==> src/rtl/wb_pkg.sv <==
// rtl/wb_pkg.sv - write-back stage encodings and register file constants
//
// Shared by wb_regfile and regfile_32x32.
// Optional feature macro consumed by wb_regfile: WB_BYPASS_EN.
package wb_pkg;

    // Write-back source select encodings; 2'b11 is reserved and behaves as ALU.
    typedef enum logic [1:0] {
        WB_ALU  = 2'b00,
        WB_MEM  = 2'b01,
        WB_PC4  = 2'b10,
        WB_RSVD = 2'b11
    } wb_sel_e;

    localparam int NUM_REGS = 32;
    localparam int REG_AW   = $clog2(NUM_REGS);

endpackage

==> src/rtl/regfile_32x32.sv <==
// rtl/regfile_32x32.sv - 32-entry register storage, 1 write / 2 read ports, x0 hardwired to zero
//
// Ports:
//   clk        in   clock, write on rising edge
//   reset      in   asynchronous active-high reset, clears x1..x31
//   we         in   write enable (ignored when wa == 0)
//   wa         in   write address
//   wd         in   write data
//   ra1, ra2   in   read addresses
//   rd1, rd2   out  combinational read data, 0 for address 0
module regfile_32x32
    import wb_pkg::*;
#(
    parameter int XLEN = 32
) (
    input  logic              clk,
    input  logic              reset,
    input  logic              we,
    input  logic [REG_AW-1:0] wa,
    input  logic [XLEN-1:0]   wd,
    input  logic [REG_AW-1:0] ra1,
    input  logic [REG_AW-1:0] ra2,
    output logic [XLEN-1:0]   rd1,
    output logic [XLEN-1:0]   rd2
);

    // x0 has no storage at all.
    logic [XLEN-1:0] regs [1:NUM_REGS-1];

    always_ff @(posedge clk or posedge reset) begin
        if (reset) begin
            for (int i = 1; i < NUM_REGS; i++) begin
                regs[i] <= '0;
            end
        end else if (we && (wa != '0)) begin
            regs[wa] <= wd;
        end
    end

    assign rd1 = (ra1 == '0) ? '0 : regs[ra1];
    assign rd2 = (ra2 == '0) ? '0 : regs[ra2];

endmodule

==> src/rtl/wb_regfile.sv <==
// rtl/wb_regfile.sv - write-back select, register file wrapper and write-commit counter
//
// Optional feature macro: WB_BYPASS_EN (same-cycle write-to-read bypass).
//
// Ports:
//   clk                  in   clock
//   reset                in   asynchronous active-high reset
//   wb_sel               in   write-back source select (wb_sel_e)
//   reg_wr               in   write enable of the retiring instruction
//   alu_result           in   ALU result
//   read_data            in   load data
//   rd                   in   destination register index
//   pc4                  in   PC+4 of the retiring instruction
//   rs1_addr, rs2_addr   in   read addresses
//   rs1_data, rs2_data   out  read data
//   wb_data              out  selected write-back value (combinational)
//   wr_count             out  committed register writes since reset (wrapping)
module wb_regfile
    import wb_pkg::*;
#(
    parameter int XLEN  = 32,
    parameter int CNT_W = 32
) (
    input  logic              clk,
    input  logic              reset,
    input  logic [1:0]        wb_sel,
    input  logic              reg_wr,
    input  logic [XLEN-1:0]   alu_result,
    input  logic [XLEN-1:0]   read_data,
    input  logic [REG_AW-1:0] rd,
    input  logic [XLEN-1:0]   pc4,
    input  logic [REG_AW-1:0] rs1_addr,
    input  logic [REG_AW-1:0] rs2_addr,
    output logic [XLEN-1:0]   rs1_data,
    output logic [XLEN-1:0]   rs2_data,
    output logic [XLEN-1:0]   wb_data,
    output logic [CNT_W-1:0]  wr_count
);

    logic            commit;
    logic [XLEN-1:0] stored1;
    logic [XLEN-1:0] stored2;

    always_comb begin
        wb_data = alu_result;
        case (wb_sel_e'(wb_sel))
            WB_MEM:  wb_data = read_data;
            WB_PC4:  wb_data = pc4;
            default: wb_data = alu_result;
        endcase
    end

    // Writes to x0 are dropped entirely: no storage update and no count.
    assign commit = reg_wr && (rd != '0);

    regfile_32x32 #(
        .XLEN (XLEN)
    ) u_rf (
        .clk   (clk),
        .reset (reset),
        .we    (commit),
        .wa    (rd),
        .wd    (wb_data),
        .ra1   (rs1_addr),
        .ra2   (rs2_addr),
        .rd1   (stored1),
        .rd2   (stored2)
    );

`ifdef WB_BYPASS_EN
    // commit already excludes rd == 0, so x0 reads stay zero.
    assign rs1_data = (commit && (rs1_addr == rd)) ? wb_data : stored1;
    assign rs2_data = (commit && (rs2_addr == rd)) ? wb_data : stored2;
`else
    assign rs1_data = stored1;
    assign rs2_data = stored2;
`endif

    always_ff @(posedge clk or posedge reset) begin
        if (reset) begin
            wr_count <= '0;
        end else if (commit) begin
            wr_count <= wr_count + 1'b1;
        end
    end

endmodule

==> config.mk <==
export PLATFORM = sky130hd
export DESIGN_NAME = wb_regfile
export DESIGN_NICKNAME = d
export VERILOG_FILES = /design/src/rtl/wb_pkg.sv /design/src/rtl/regfile_32x32.sv /design/src/rtl/wb_regfile.sv
export SDC_FILE = /design/constraint.sdc
export NUM_CORES = 2
export LEC_CHECK = 0
export ABC_AREA = 1
export CAP_MARGIN = 5
export CORE_MARGIN = 1
export CORE_UTILIZATION = 30
export DETAILED_ROUTE_END_ITERATION = 6
export SYNTH_ARGS = -nofsm -noshare
export SYNTH_HDL_FRONTEND = slang
export SYNTH_SLANG_ARGS = --single-unit
==> constraint.sdc <==
create_clock -name clk -period 79.3 [get_ports clk]
set_input_delay 15.86 -clock clk [delete_from_list [all_inputs] [get_ports clk]]
set_output_delay 15.86 -clock clk [all_outputs]
set_load 0.02 [all_outputs]
==> impl_metrics.yaml <==
worst_setup_path:
  cpMaxStageDelayCell: "buf_4"
  crit_chain: "buf_8, inv_8, buf_4, buf_4, nand2_1, nand3_1, nand3_1, nand3_1, nand3_1, nand2_1, clkdlybuf4s50_1"
  arrival_ps: 20020
  slowest_delay_ps: 890
  worstPathMaxFanout: 93
  critPathKind: "input port to primary output"
  end_kind: "primary output"
  crit_path_start_kind: "input port"
  cp.required_ps: 63440
  cpMostUsedCell: "nand3_1"
floorplanning:
  die_area_um2: 200000
  core-area_um2: 196000
  num_io_pins: 244
  die_width_um: 447
  dieHeight_um: 447
  start_util_pct: 30.3
  row_count: 162
placed_design:
  hpwl_um: 151000
  dp_cells: 11200
  dpl_cell_area_um2: 63600
  routabilityCongestion: 0.899
  numPortBuffers: 243
pwr:
  power.leakage_nw: 31.7
  peakVddDrop_uv: 17.7
  p_per_area_nw_per_um2: 25.1
sta:
  fmax_mhz: 27.9
  tns_ps: 0
  min_period_ps: 35880
  min_period_over_period_pct: 45.3
  fin_skew_ps: 12.3
  final_max_slew_viol_count: 0
  final_hold_viol_count: 0
  rsz0062_at_grt: "false"
  tightest_slew_ps: 1330
  relSlewSlack_pct: 11.4
  setup_viol: 0
job:
  max_cap_viol_count: 0
global_route:
  grt_pass1_vias: 59700
  grt_util_met1_pct: 33.1
  grt_max_degree: 179
  grt_busiest_layer: "met2"
  met2_usage_pct: 41.0
  grt_pass1_wl_um: 394000
  grt-ovfl-total: 0
  grtUsageMet3_pct: 5.15
  grtUsageTotal_pct: 26.3
  grt_antenna_before_repair: 12
cts:
  cts_made_buffers: 114
  insertion_delay_ps: 760
  htreeDepth: 3
  cts.clk_slew.worst_paths_ps: 60
  cts_tree: "done"
  cts_setup_buffers: 0
  ctsLongestPathBuffers: 3
  clockRootBuffer: "clkbuf_16"
  cts_resized: 0
  cts_sinks: 1024
  cts_hold_buf: 0
finish:
  stdcell_area_um2: 67400
  final_nets: 8787
  drive_gt1_share_pct: 4.50
  final_cell_mix: "nand2_1 (3046), nand3_1 (1547), dfrtp_1 (1024)"
  area_growth_pct: 13.5
  fin_cells: 11400
  final_common_cell: "nand2_1"
drt:
  drtPass1Iterations: 6
  num_vias: 62600
  drc_errors: 0
  drt_iter0_markers: 9120
  finalWirelength_um: 267000
  drt.antenna.violating_nets: 0
  wl_per_cell_um: 23.5
  viasPerCell: 5.49
yosys:
  syn_area_um2: 59300
  netlist_instances: 8869
  avgSynthCellArea_um2: 6.69
  ys_warn_count: 0
  ys_ff_latch: 1024
  syn_nets: 8988
  ys_seq_area_share_pct: 43.2
  synth_cell_types: 28
worst_hold_path:
  hp-class: "flop to flop"
outcome:
  status: "finished, final reports clean"
[through the flow]
stage	worst slack [ps]	utilization (%)	hold slack, ps	total power [mW]
finish	43420	34.4	484	1.69
global route	43370	34.4	497	1.78
CTS	43620	34.4	487	1.69
detailed placement	43620	32.5	472	1.14
global placement	43600	32.5	467	1.13
floorplan	34620	-	453	0.996
[critical path, delay by kind of cell]
| kind | cells | cell delay (ps) |
|---|---|---|
| AND/OR/NAND/NOR | 6 | 820 |
| buffers and inverters | 5 | 3090 |
[sequential cells by signal, indices dropped and copies added (netlist names)]
register and count:
u_rf.regs 992, wr_count 32
[worst paths after layout]
path / from / endpoint / slack (ps) / depth (start not counted)
setup / recovery: rs2_addr[0] / rs2_data[31] / 43420 / 11
hold reg to reg: u_rf.regs[613] / u_rf.regs[613] / 480 / 2
max in group asynchronous: reset / wr_count[2] / 60080 / 5
hold / removal: u_rf.regs[613] / u_rf.regs[613] / 480 / 2
setup reg to reg: wr_count[4] / wr_count[11] / 77360 / 6
min in group asynchronous: reset / u_rf.regs[197] / 15760 / 2
[cells in the mapped netlist (all sizes together)]
cell    number  area share [%]
and2         1           0.011
xor2        13            0.19
buf        210             1.6
and3         1           0.011
a22o        31            0.46
nand3b      10            0.13
nand4        7           0.074
clkbuf     495             3.1
inv        662             4.2
a21oi      412             3.5
nor3         6           0.051
o21a        31            0.39
nand3     1548              13
o21ai      868             7.3
nand2     3055              19
xnor2        4           0.059
ha           3           0.063
nor2       487             3.2
nor4         1           0.011
dfrtp     1024              43
[cells by family after synthesis]
logic type,Yosys count,share of synthesized area [%]
AND/OR/NAND/NOR,5116,35.9
buffers and inverters,1367,8.96
flip-flops,1024,43.2
AO/OA/AOI/OAI,1342,11.6
XOR/XNOR,17,0.251
adder cells (fa/ha/maj),3,0.0633
[metal layers]
layer  share of wire, %  wire length (um)  vias to the layer above
li1                   -                 -                    28000
met5              0.015                40                        -
met2                 43            116000                     4092
met4                7.1             18900                        6
met3                 11             30000                      893
met1                 38            102000                    29600
[power by group]
group	switching, mW	internal (mW)	leakage, nW
registers	0.0676	0.640	12.7
logic	0.294	0.144	17.1
clock network	0.234	0.312	1.83
[layout make-up]
type | instances | area, um2
antenna | 11 | 27.5
clock buffer | 174 | 3390
clock inverter | 31 | 342
fill | 20800 | 128000
inverter | 662 | 2540
multi-input combinational | 6478 | 28600
sequential | 1024 | 25600
tap | 2624 | 3280
timing repair buffer | 388 | 3590
(Power assumes the default switching activity.)
